`src/rtl/vtg_pattern_gen.sv`:
```
// Video timing generator with built-in test patterns for the DVI/HDMI TX path.
// Counters -> stage-1 (sync/enable/coordinates) -> stage-2 (colour) gives a fixed 2-cycle latency.
module vtg_pattern_gen #(
  parameter int DATA_W      = 8,
  parameter int DEF_RES     = 2,
  parameter int HS_POL      = 1,
  parameter int VS_POL      = 1,
  parameter int FRAME_SHIFT = 8
) (
  input  logic              I_clk,
  input  logic              I_rst_n,
  input  logic [1:0]        I_res_sel,
  input  logic              I_auto,
  input  logic [2:0]        I_mode,
  input  logic [15:0]       I_sqr_width,
  input  logic [DATA_W-1:0] I_single_r,
  input  logic [DATA_W-1:0] I_single_g,
  input  logic [DATA_W-1:0] I_single_b,
  output logic              O_de,
  output logic              O_hs,
  output logic              O_vs,
  output logic [DATA_W-1:0] O_r,
  output logic [DATA_W-1:0] O_g,
  output logic [DATA_W-1:0] O_b,
  output logic [15:0]       O_frame_cnt,
  output logic [2:0]        O_mode
);

  localparam logic              HS_ON = 1'(HS_POL);
  localparam logic              VS_ON = 1'(VS_POL);
  localparam logic [DATA_W-1:0] FS    = {DATA_W{1'b1}};

  logic [1:0]  r_res;
  logic [10:0] r_h_cnt, r_v_cnt;
  logic [15:0] r_frame_cnt;
  logic [2:0]  r_pat;
  logic [15:0] r_sqr_w;

  logic [10:0] w_h_total, w_h_sync, w_h_bp, w_h_res;
  logic [10:0] w_v_total, w_v_sync, w_v_bp, w_v_res;
  logic [7:0]  w_bar_w;

  always_comb begin
    w_h_total = 11'd1650; w_h_sync = 11'd40; w_h_bp = 11'd220; w_h_res = 11'd1280;
    w_v_total = 11'd750;  w_v_sync = 11'd5;  w_v_bp = 11'd20;  w_v_res = 11'd720;
    w_bar_w   = 8'd160;
    case (r_res)
      2'd0: begin
        w_h_total = 11'd1056; w_h_sync = 11'd128; w_h_bp = 11'd88; w_h_res = 11'd800;
        w_v_total = 11'd628;  w_v_sync = 11'd4;   w_v_bp = 11'd23; w_v_res = 11'd600;
        w_bar_w   = 8'd100;
      end
      2'd1: begin
        w_h_total = 11'd1344; w_h_sync = 11'd136; w_h_bp = 11'd160; w_h_res = 11'd1024;
        w_v_total = 11'd806;  w_v_sync = 11'd6;   w_v_bp = 11'd29;  w_v_res = 11'd768;
        w_bar_w   = 8'd128;
      end
      default: ;
    endcase
  end

  logic [10:0] w_h_start, w_h_end, w_v_start, w_v_end;
  logic        w_h_last, w_v_last, w_frame_end, w_h_act, w_v_act, w_de;
  logic [7:0]  w_x;
  logic [4:0]  w_y;
  logic [15:0] w_frame_nxt, w_sqr_m1;

  assign w_h_start   = w_h_sync + w_h_bp;
  assign w_h_end     = w_h_start + w_h_res;
  assign w_v_start   = w_v_sync + w_v_bp;
  assign w_v_end     = w_v_start + w_v_res;
  assign w_h_last    = (r_h_cnt == w_h_total - 11'd1);
  assign w_v_last    = (r_v_cnt == w_v_total - 11'd1);
  assign w_frame_end = w_h_last & w_v_last;
  assign w_h_act     = (r_h_cnt >= w_h_start) && (r_h_cnt < w_h_end);
  assign w_v_act     = (r_v_cnt >= w_v_start) && (r_v_cnt < w_v_end);
  assign w_de        = w_h_act & w_v_act;
  assign w_x         = 8'(r_h_cnt - w_h_start);
  assign w_y         = 5'(r_v_cnt - w_v_start);
  assign w_frame_nxt = r_frame_cnt + 16'd1;
  // A square width of 0 behaves as 1, i.e. the parity flips every pixel.
  assign w_sqr_m1    = (r_sqr_w == 16'd0) ? 16'd0 : r_sqr_w - 16'd1;

  assign O_frame_cnt = r_frame_cnt;
  assign O_mode      = r_pat;

  // Preset, pattern and square width change only on the frame boundary.
  always_ff @(posedge I_clk or negedge I_rst_n) begin
    if (!I_rst_n) begin
      r_h_cnt     <= '0;
      r_v_cnt     <= '0;
      r_res       <= 2'(DEF_RES);
      r_frame_cnt <= '0;
      r_pat       <= '0;
      r_sqr_w     <= '0;
    end else begin
      if (w_h_last) begin
        r_h_cnt <= '0;
        r_v_cnt <= w_v_last ? 11'd0 : r_v_cnt + 11'd1;
      end else begin
        r_h_cnt <= r_h_cnt + 11'd1;
      end
      if (w_frame_end) begin
        r_res       <= I_res_sel;
        r_frame_cnt <= w_frame_nxt;
        r_pat       <= I_auto ? w_frame_nxt[FRAME_SHIFT+2:FRAME_SHIFT] : I_mode;
        r_sqr_w     <= I_sqr_width;
      end
    end
  end

  // Bar and checker trackers hold the value for the pixel at the current counters.
  logic [7:0]  r_bar_cnt;
  logic [2:0]  r_bar_idx;
  logic [15:0] r_cx_cnt, r_cy_cnt;
  logic        r_cx_par, r_cy_par;

  always_ff @(posedge I_clk or negedge I_rst_n) begin
    if (!I_rst_n) begin
      r_bar_cnt <= '0;
      r_bar_idx <= '0;
      r_cx_cnt  <= '0;
      r_cx_par  <= 1'b0;
      r_cy_cnt  <= '0;
      r_cy_par  <= 1'b0;
    end else begin
      if (!w_de) begin
        r_bar_cnt <= '0;
        r_bar_idx <= '0;
        r_cx_cnt  <= '0;
        r_cx_par  <= 1'b0;
      end else begin
        if (r_bar_cnt == w_bar_w - 8'd1) begin
          r_bar_cnt <= '0;
          r_bar_idx <= r_bar_idx + 3'd1;
        end else begin
          r_bar_cnt <= r_bar_cnt + 8'd1;
        end
        if (r_cx_cnt == w_sqr_m1) begin
          r_cx_cnt <= '0;
          r_cx_par <= ~r_cx_par;
        end else begin
          r_cx_cnt <= r_cx_cnt + 16'd1;
        end
      end
      if (!w_v_act) begin
        r_cy_cnt <= '0;
        r_cy_par <= 1'b0;
      end else if (w_h_last) begin
        if (r_cy_cnt == w_sqr_m1) begin
          r_cy_cnt <= '0;
          r_cy_par <= ~r_cy_par;
        end else begin
          r_cy_cnt <= r_cy_cnt + 16'd1;
        end
      end
    end
  end

  logic       r_s1_de, r_s1_hs, r_s1_vs, r_s1_chk;
  logic [7:0] r_s1_x;
  logic [4:0] r_s1_y;
  logic [2:0] r_s1_bar;

  always_ff @(posedge I_clk or negedge I_rst_n) begin
    if (!I_rst_n) begin
      r_s1_de  <= 1'b0;
      r_s1_hs  <= 1'b0;
      r_s1_vs  <= 1'b0;
      r_s1_chk <= 1'b0;
      r_s1_x   <= '0;
      r_s1_y   <= '0;
      r_s1_bar <= '0;
    end else begin
      r_s1_de  <= w_de;
      r_s1_hs  <= (r_h_cnt < w_h_sync);
      r_s1_vs  <= (r_v_cnt < w_v_sync);
      r_s1_chk <= r_cx_par ^ r_cy_par;
      r_s1_x   <= w_x;
      r_s1_y   <= w_y;
      r_s1_bar <= r_bar_idx;
    end
  end

  logic [DATA_W-1:0] w_r, w_g, w_b, w_ramp;

  assign w_ramp = DATA_W'(r_s1_x) << (DATA_W - 8);

  // Bar order white, yellow, cyan, green, magenta, red, blue, black maps to index bits directly.
  always_comb begin
    w_r = '0;
    w_g = '0;
    w_b = '0;
    case (r_pat)
      3'd0, 3'd5: begin
        w_r = {DATA_W{~r_s1_bar[1]}};
        w_g = {DATA_W{~r_s1_bar[2]}};
        w_b = {DATA_W{~r_s1_bar[0]}};
      end
      3'd1, 3'd6: begin
        if ((r_s1_x[4:0] == 5'd0) || (r_s1_y == 5'd0)) begin
          w_r = FS;
          w_g = FS;
          w_b = FS;
        end
      end
      3'd2, 3'd7: begin
        w_r = w_ramp;
        w_g = w_ramp;
        w_b = w_ramp;
      end
      3'd3: begin
        w_r = I_single_r;
        w_g = I_single_g;
        w_b = I_single_b;
      end
      default: begin
        if (!r_s1_chk) begin
          w_r = FS;
          w_g = FS;
          w_b = FS;
        end
      end
    endcase
  end

  always_ff @(posedge I_clk or negedge I_rst_n) begin
    if (!I_rst_n) begin
      O_de <= 1'b0;
      O_hs <= ~HS_ON;
      O_vs <= ~VS_ON;
      O_r  <= '0;
      O_g  <= '0;
      O_b  <= '0;
    end else begin
      O_de <= r_s1_de;
      O_hs <= r_s1_hs ? HS_ON : ~HS_ON;
      O_vs <= r_s1_vs ? VS_ON : ~VS_ON;
      O_r  <= r_s1_de ? w_r : '0;
      O_g  <= r_s1_de ? w_g : '0;
      O_b  <= r_s1_de ? w_b : '0;
    end
  end

endmodule

```
`config.mk`:
```
export PLATFORM = sky130hd
export DESIGN_NAME = vtg_pattern_gen
export DESIGN_NICKNAME = d
export VERILOG_FILES = /design/src/rtl/vtg_pattern_gen.sv
export SDC_FILE = /design/constraint.sdc
export NUM_CORES = 1
export LEC_CHECK = 0
export BUFFER_PORTS_ARGS = -buffer_cell sky130_fd_sc_hd__buf_2
export CAP_MARGIN = 40
export CORE_MARGIN = 8
export CORE_UTILIZATION = 60
export CTS_CLUSTER_DIAMETER = 60
export CTS_CLUSTER_SIZE = 20
export DETAILED_ROUTE_END_ITERATION = 8
export PLACE_DENSITY = 0.82
export SYNTH_ARGS = -nofsm -noshare
export SYNTH_HDL_FRONTEND = slang
export SYNTH_SLANG_ARGS = --single-unit
```
`constraint.sdc`:
```
create_clock -name I_clk -period 11.5 [get_ports I_clk]
set_input_delay 1.15 -clock I_clk [delete_from_list [all_inputs] [get_ports I_clk]]
set_output_delay 1.15 -clock I_clk [all_outputs]
set_load 0.05 [all_outputs]
```
==> metrics, run 1 <==
Data arrival, critical path around 4900 ps; CTS tree done; post-DR vias/cell 6.05; post-synth cell types between 70 and 80; post-synth top area share a little over two fifths; Cell Rows 43; core area approximately 0.014 mm2; die span in x around 140 um; routed vias between 7k and 8k; mean post-synth cell area 9.41 um2; Mapped Nets 999; share of the cycle needed by the critical path after routing ~40%; PnR worst setup slack just under 7000 ps; final clock skew 9.62 ps; DIE AREA roughly 0.018 mm2; Synth area leaders dfrtp_1 (44%), ha_1 (5.8%), nand2_1 (5.7%); DR pass1 iterations 5; DP HPWL around 15 mm; io pins 94; Primary FF master, synth dfrtp_1; WL final between 20 and 25 mm; status finished clean; P&R area growth vs syn 15.3%; CP Launch Type flop; layout cells sized above 1 between 10 and 15%; GRT Resource Usage Total 23.2%; most common cell in the synthesized netlist dfrtp_1; GR Overflow Total 0; post-synthesis cell count roughly 900; unrepaired setup endpoints after global routing false; multi-input logic area around 0.0045 mm2; clk_lat worst skew 430 ps; Final ANT Viol Nets 0; DP Area about 0.0092 mm2; post-route cell area a little under 0.01 mm2; R2R cell count 14; critical path class flop to flop; pins over their slew limit 0; GPL Wtd Cong about 0.95; Bufs on Longest Clock Path 2; post-synth top area cell dfrtp_1; Pwr Total about 0.0012 W; Worst VDD drop 95.5 uV; Root Buffer clkbuf_16; Seq/Total Area, Yosys between 40% and 50%; CTS Hold Bufs 0; hold_sp r_s1_hs$_DFF_PN0_; CP endpoint kind flop; Antenna diodes 0; Max-slew headroom roughly 45%; Leak about 4.5 nW; WL per Instance 17.6 um; Inserted Clock Buffers 17; final hold violations 0; CP max FO 27; Pwr per Cell Area 118 mW/mm2; Seq. cell area between 0.003 and 0.004 mm2; worst-margin pin slew 825 ps; final net count ~1.1k; Warnings, synthesis 0; number of global-route vias before repair just under 7k; Max Fclk 0.218 GHz; largest net degree at the start of global routing 74; Sink Count roughly 150; Final setup viols 0; clk slew on worst S/H paths around 60 ps; global-route wire length before repair 34.2 mm; Resized Gates After CTS 0; total negative slack 0 ps; Hold Crit Class flop to flop; reg-to-reg startpoint r_res[0]$_DFFE_PN0P_; Async SR Flop Fraction between 90% and 100%; commonest cells in the netlist dfrtp_1 (150), nand2_1 (131), nor2_1 (66); chip height roughly 140 um; Min-Delay Path Depth 0; starting density of the core 61.4%; drt drc 0; max-cap violations 0; Setup Buffers After CTS 0; Post-Syn Area between 0.008 and 0.009 mm2; H-tree levels 4; initial antenna violation count 0; Worst EP required 11820 ps; # fillers approximately 1.0k; crit path time final 4590 ps; Port Buffers 93; post-synthesis sequential element count between 150 and 200; initial drt markers 580; Post-synth EDFFs 0; worst setup path start r_res[0]$_DFFE_PN0P_; Setup WS pre-CTS approximately 7000 ps
logic make-up after synthesis:
group | share of synthesized area, %
XOR/XNOR | 10.5
AO/OA/AOI/OAI | 12.5
multiplexers | 0.965
AND/OR/NAND/NOR | 22.1
buffers and inverters | 3.19
flip-flops | 44.2
adder cells (fa/ha/maj) | 6.67
layout by cell type (no fill, tap or decap), types with 9 or more instances in the layout:
cell | Yosys | routed
buf_2 | 5 | 92
a31oi_1 | 28 | 28
xnor2_1 | 46 | 46
nand3_1 | 39 | 39
or4_1 | 9 | 9
nor2_1 | 66 | 66
xor2_1 | 51 | 51
nand2_1 | 131 | 131
dfrtp_1 | 150 | 150
clkbuf_16 | 0 | 17
or3_1 | 15 | 15
o21ai_0 | 34 | 34
inv_1 | 30 | 30
nand4_1 | 19 | 19
a21oi_1 | 23 | 23
nor3_1 | 34 | 34
and3_1 | 20 | 20
ha_1 | 40 | 40
through the flow:
step	hold WS, ps	utilization, %	instances
2_1_floorplan	331	-	909
3_3_place_gp	333	65.7	1150
3_5_place_dp	337	66.2	1153
4_1_cts	362	70.8	1185
5_1_grt	364	70.8	1185
6_report	361	70.8	1185
registers in the layout, indices dropped and copies added (netlist names), 2 cells and up:
signal / count
r_bar_idx: 3
r_cy_cnt: 16
r_s1_y: 5
O_g: 8
r_res: 2
O_b: 8
r_s1_bar: 3
r_sqr_w: 16
O_mode: 3
r_cx_cnt: 16
r_bar_cnt: 8
O_r: 8
O_frame_cnt: 16
r_s1_x: 8
r_h_cnt: 11
r_v_cnt: 11
power breakdown:
part / internal, W / total [W] / switching (W) / leakage, nW
Sequential: 0.000531 / 0.000531 / 0 / 1.95
Clock: 0.000387 / 0.000615 / 0.000228 / 0.319
Combinational: 0.00000729 / 0.0000205 / 0.0000132 / 2.27
worst paths after layout:
check                      slack (ps)                     to
min reg2reg                       360         O_hs$_DFF_PN0_
max                              6910  r_cx_cnt[1]$_DFF_PN0_
min in group asynchronous         730   r_h_cnt[9]$_DFF_PN0_
max reg2reg                      6910  r_cx_cnt[1]$_DFF_PN0_
max in group asynchronous        9640  r_cx_cnt[7]$_DFF_PN0_
min                               360         O_hs$_DFF_PN0_
cell type report:
type | count | share of cell area (%)
inverters | 31 | 1.18
flip-flops and latches | 151 | 38.3
clock buffers | 17 | 4.31
well taps | 180 | 2.28
clock inverters | 15 | 2.27
repair buffers | 102 | 5.95
multi-input cells | 689 | 45.7
critical path: stages, from the launching register on:
cell	delay [ps]
dfrtp_1	370
nor2b_1	500
inv_1	210
ha_1	490
inv_1	160
ha_1	330
a21o_1	180
a21oi_1	220
o211ai_1	130
a311oi_1	460
nand2_1	240
a211o_1	270
or3_1	450
buf_8	210
nor3b_1	250
per-layer routing:
layer	vias up	GRT usage (%)	routed length, um	share of wire, %
met5	-	0	0	0
met4	0	8.57	401	1.9
met3	40	4.64	1290	6.2
met2	257	36.4	9720	47
met1	3483	31.3	9400	45
li1	3394	-	-	-
Note: power is estimated with default switching activity, not from simulation.
==> run 2: changes to the inputs <==
CORE_UTILIZATION = 59   (was 60)
PLACE_DENSITY = 0.81   (was 0.82)
clock period = 4.74 ns   (was 11.5 ns; I/O delays follow)
==> run 2 against run 1 <==
Net effect: core utilization fell by 2.1 points; register-to-register slack worse by 6600 ps; sequential power grew 140%; global-route usage increased by 0.13 points; via count decreased by 0.26%; largest cell class unchanged; routed wire length rose by 0.35%; first-iteration DRC count increased by 14%; setup slack got worse by 6600 ps; maximum frequency rose by 4.2%; design area hardly changed; sequential share of layout area barely moved; critical path type unchanged.
==> metrics, run 2 (synthesis gave the netlist of run 1 again) <==
status finished clean; Flop pwr share around 46%; commonest non-fill, non-tap cell in the layout dfrtp_1; post-route cell area 0.00987 mm2; initial drt markers approximately 660; chip height roughly 140 um; routed vias 7155; drt drc 0; worst reg2reg setup slack about 340 ps; CTS tree done; Port Buffers 93; commonest non-fill, non-tap cells in the layout dfrtp_1 (150), nand2_1 (131), buf_2 (92), nor2_1 (66), xor2_1 (51); Worst path depth 14; crit path time final around 4400 ps; final hold violations 0; Cell Rows 44; Sink Count approximately 150; Top delay family on crit path simple AND/OR/NAND/NOR gates; DR pass1 iterations 6; final core occ a little under 70%; CP Cell Sequence nor2_1, inv_1, ha_1, inv_1, ha_1, a21o_1, a21oi_1, o211ai_1, a311oi_2, nand2_1, a211o_1, or3_1, buf_16, nor3b_1; starting density of the core between 50% and 60%; WL final 20.9 mm; reg-to-reg startpoint r_res[0]$_DFFE_PN0P_; Root Buffer clkbuf_16; unrepaired setup endpoints after global routing false; FF-to-FF End r_bar_cnt[1]$_DFF_PN0_; DP Area between 0.009 and 0.01 mm2; Hold Crit Class input pin to flop; Crit-path slowest cell or3_1; Max Fclk around 0.23 GHz; number of global-route vias before repair 7017; worst-margin pin slew 872 ps; GPL Wtd Cong 0.930; Leak between 4 and 5 nW; final net count around 1.1k; Worst path max stage delay between 500 and 600 ps; Pwr Total ~0.0028 W; WP buf/inv 3; DP HPWL roughly 15 mm; worst setup path start r_res[0]$_DFFE_PN0P_; Gate power share ~1.8%; clk slew on worst S/H paths around 70 ps; critical path class flop to flop; CP max FO 22; GR Overflow Total 0; Setup WS pre-CTS a little over 300 ps; total negative slack 0 ps; PnR worst setup slack 336 ps; CP endpoint kind flop; GRT Resource Usage Total about a quarter; global-route wire length before repair between 30 and 40 mm; max-cap violations 0; Max-slew headroom between 40% and 50%; post-DR vias/cell about 6; Cell Int Power 0.00222 W; Pwr per Cell Area between 200 and 300 mW/mm2; initial antenna violation count 0; Sw Share ~20%; clk_lat worst skew between 400 and 500 ps; Bufs on Longest Clock Path 2; NetSw between 0.0005 and 0.0006 W; die span in x approximately 140 um; P&R area growth vs syn 15.4%; # fillers about 1.1k; DIE AREA ~0.019 mm2; Worst EP required between 5000 and 6000 ps; pins over their slew limit 0; Setup Buffers After CTS 0; core area 0.0144 mm2; Final setup viols 0; Final ANT Viol Nets 0; H-tree levels 4; Antenna diodes 0; io pins 94; final clock skew about 10 ps; share of the cycle needed by the critical path after routing roughly 93%; Data arrival, critical path between 4000 and 5000 ps; layout cells sized above 1 between 10% and 20%; worst setup path end r_bar_cnt[1]$_DFF_PN0_; CP Launch Type flop; Inserted Clock Buffers 17; clock power share 51.9%; Worst VDD drop 245 uV; R2R cell count 14; WL per Instance between 15 and 20 um; largest net degree at the start of global routing 95
==> run 2: cell count changes in the layout (fill, tap and decap cells not counted), moves of 2 or more <==
| cell | previous run | this run |
|---|---|---|
| clkbuf_8 | 0 | 2 |
| clkinv_2 | 4 | 1 |
| buf_4 | 6 | 8 |
| clkbuf_1 | 0 | 2 |
==> run 2: repair_timing <==
item,CTS,global route
hold buffers,1,0
setup endpoints to repair,0,11
hold endpoints to repair,19,0
gates resized for setup,0,1
==> run 2: how the worst min path moves through the flow <==
stage / from / endpoint / depth (start not counted)
global route: I_sqr_width[13] / r_sqr_w[13]$_DFFE_PN0P_ / 3
detailed placement: r_s1_hs$_DFF_PN0_ / O_hs$_DFF_PN0_ / 0
CTS: I_sqr_width[13] / r_sqr_w[13]$_DFFE_PN0P_ / 3
global placement: r_s1_vs$_DFF_PN0_ / O_vs$_DFF_PN0_ / 0
floorplan: I_rst_n / O_b[0]$_DFF_PN0_ / 0
finish: I_sqr_width[13] / r_sqr_w[13]$_DFFE_PN0P_ / 3
==> run 2: power by group through the flow <==
stage / Sequential, W / Clock, W / Combinational (W)
2_1_floorplan: 0.00131 / 0 / 0.00000137
6_report: 0.00129 / 0.00144 / 0.0000503
3_3_place_gp: 0.00131 / 0 / 0.0000481
3_5_place_dp: 0.00131 / 0 / 0.0000515
4_1_cts: 0.00129 / 0.00147 / 0.0000522
5_1_grt: 0.00129 / 0.00152 / 0.0000574
==> run 2: final cells by class <==
cell class	count	area (um2)	share of cell area [%]
timing repair buffer	105	601	6.08
clock inverter	10	168	1.70
multi-input combinational	689	4520	45.8
tap	184	230	2.33
clock buffer	21	460	4.66
inverter	31	116	1.18
sequential	151	3780	38.3
==> run 2: metrics by stage <==
step	hold WS, ps	std cells
after global placement	338	1156
after floorplan	178	909
after detailed placement	345	1159
after global routing	222	1191
final	229	1191
after CTS	223	1191
==> run 2: worst min-delay path, cell delays in order <==
cell and delay (ps):
buf_2 70, nand2_1 40, nand2_1 40
==> run 2: metal layers <==
| metal | vias up | wire (um) | global-route usage (%) | part of all wire (%) |
|---|---|---|---|---|
| li1 | 3395 | - | - | - |
| met1 | 3485 | 9310 | 31.1 | 45 |
| met2 | 241 | 9830 | 36.6 | 47 |
| met3 | 34 | 1440 | 5.51 | 6.9 |
| met4 | 0 | 297 | 8.36 | 1.4 |
| met5 | - | 0 | 0 | 0 |
==> run 3: changes to the inputs <==
CTS_BUF_LIST = sky130_fd_sc_hd__clkbuf_16   (was default)
CTS_CLUSTER_SIZE = 8   (was 20)
==> run 3 against run 2 <==
Net effect: non-clock buffer count stayed put; worst hold slack better by 2.1 ps; flip-flop and latch count stayed put; die area stayed put; power is 1.4% lower; clock skew is 1.3 ps lower; sequential share of layout area is 0.078 points higher; first-iteration DRC count is 3.6% higher; critical path depth stayed put; register-to-register slack better by 20 ps; global-route usage is 0.093 points lower; critical path type unchanged; largest power group unchanged.
==> metrics, run 3 (synthesis gave the netlist of run 1 again) <==
drt drc 0; GPL Wtd Cong ~0.93; Max-slew headroom 40.5%; layout cells sized above 1 14.4%; Worst VDD drop 245 uV; grt met1 use approximately 31%; P&R area growth vs syn 15.1%; final net count roughly 1.1k; DR pass1 iterations 5; largest net degree at the start of global routing between 90 and 100; total negative slack 0 ps; share of the cycle needed by the critical path after routing 92.6%; initial antenna violation count 0; chip height about 140 um; Bufs on Longest Clock Path 2; final clock skew around 9 ps; GR peak layer met2; final hold violations 0; routed vias ~7.1k; global-route wire length before repair 34.3 mm; hold_sp I_sqr_width[13]; pins over their slew limit 0; DP HPWL ~15 mm; Final setup viols 0; Max Fclk ~0.23 GHz; clk slew on worst S/H paths approximately 70 ps; initial drt markers around 700; DIE AREA approximately 0.019 mm2; die span in x between 100 and 150 um; Leak about 4.5 nW; CP endpoint kind flop; critical path class flop to flop; post-DR vias/cell about 6.0; core area about 0.014 mm2; commonest non-fill, non-tap cells in the layout dfrtp_1 (150), nand2_1 (131), buf_2 (92), nor2_1 (66), xor2_1 (51); WL per Instance between 15 and 20 um; Pwr per Cell Area 279 mW/mm2; starting density of the core about three fifths; reg-to-reg startpoint r_res[0]$_DFFE_PN0P_; Setup WS pre-CTS approximately 300 ps; Root Buffer clkbuf_16; status finished clean; PnR worst setup slack ~350 ps; WHS between 200 and 250 ps; GR Overflow Total 0; Hold Path End r_sqr_w[13]$_DFFE_PN0P_; worst setup path start r_res[0]$_DFFE_PN0P_; worst reg2reg setup slack approximately 350 ps; Inserted Clock Buffers 17; Port Buffers between 90 and 100; GRT met3 Usage around 6.0%; CP Launch Type flop; FF-to-FF End r_bar_cnt[1]$_DFF_PN0_; GR Util met2 around 36%; io pins 94; worst-margin pin slew between 800 and 900 ps; clk_lat worst skew between 400 and 500 ps; commonest non-fill, non-tap cell in the layout dfrtp_1; Data arrival, critical path about 4700 ps; Final ANT Viol Nets 0; GRT Resource Usage Total a little under a quarter; Min-Delay Path Depth 3; final core occ about two thirds; Setup Buffers After CTS 0; Sink Count about 150; number of global-route vias before repair 7015; crit path time final between 4000 and 5000 ps; CTS tree done; Antenna diodes 0; R2R cell count 14; # fillers about 1.1k; Hold Crit Class input pin to flop; max-cap violations 0; Worst EP required around 5000 ps; WL final 20.8 mm; CP max FO 22; Cell Rows 44; H-tree levels 4; unrepaired setup endpoints after global routing false
-- run 3: changes by cell type in the layout (fill, tap and decap cells not counted), sizes merged --
| cell | before | now |
|---|---|---|
| clkinv | 2 | 4 |
| clkbuf | 21 | 17 |
| inv | 34 | 36 |
-- run 3: worst max-delay path by stage --
stage	slack, ps	endpoint	cells after the start
detailed placement	300	r_bar_cnt[7]$_DFF_PN0_	14
CTS	250	r_bar_cnt[1]$_DFF_PN0_	14
global placement	310	r_bar_cnt[7]$_DFF_PN0_	13
finish	350	r_bar_cnt[1]$_DFF_PN0_	14
global route	120	r_bar_cnt[1]$_DFF_PN0_	14
floorplan	610	r_bar_cnt[1]$_DFF_PN0_	15
-- run 3: repair_timing --
action | in CTS | in global routing
hold buffers | 1 | 0
endpoints found under the hold margin | 19 | 0
gates resized for setup | 0 | 1
setup endpoints to repair | 0 | 11
-- run 3: layout make-up --
cell class / count / area [um2] / share of cell area (%)
Inverter: 31 / 116 / 1.18
Tap cell: 184 / 230 / 2.34
Clock inverter: 14 / 183 / 1.85
Multi-Input combinational cell: 689 / 4520 / 45.8
Timing Repair Buffer: 105 / 601 / 6.10
Clock buffer: 17 / 425 / 4.32
Sequential cell: 151 / 3780 / 38.4
-- run 3: report_power, final --
group	total, W	internal (W)	switching, W	leakage (nW)
Clock	0.00140	0.000874	0.000531	0.302
Combinational	0.0000503	0.0000182	0.0000320	2.28
Sequential	0.00129	0.00129	0	1.95
Total	0.00274	0.00218	0.000563	4.53
-- run 3: layer usage --
metal / wire length [um] / part of all wire (%)
met1: 9210 / 44
met2: 9790 / 47
met3: 1490 / 7.2
met4: 280 / 1.3
met5: 0 / 0
-- run 3: worst max-delay path, cell delays in order, from the launching register on --
cell and delay, ps:
dfrtp_1 400, nor2_1 320, inv_1 160, ha_1 460, inv_1 160, ha_1 340
a21o_1 190, a21oi_1 240, o211ai_1 160, a311oi_2 360, nand2_1 220, a211o_1 270
or3_1 550, buf_16 240, nor3b_1 220
-- run 3: per-stage QoR --
stage	power, W	instances	area (um2)
floorplan	0.00131	909	8560
global placement	0.00136	1156	9170
detailed placement	0.00136	1159	9230
CTS	0.00277	1191	9850
global route	0.00283	1191	9850
finish	0.00274	1191	9850
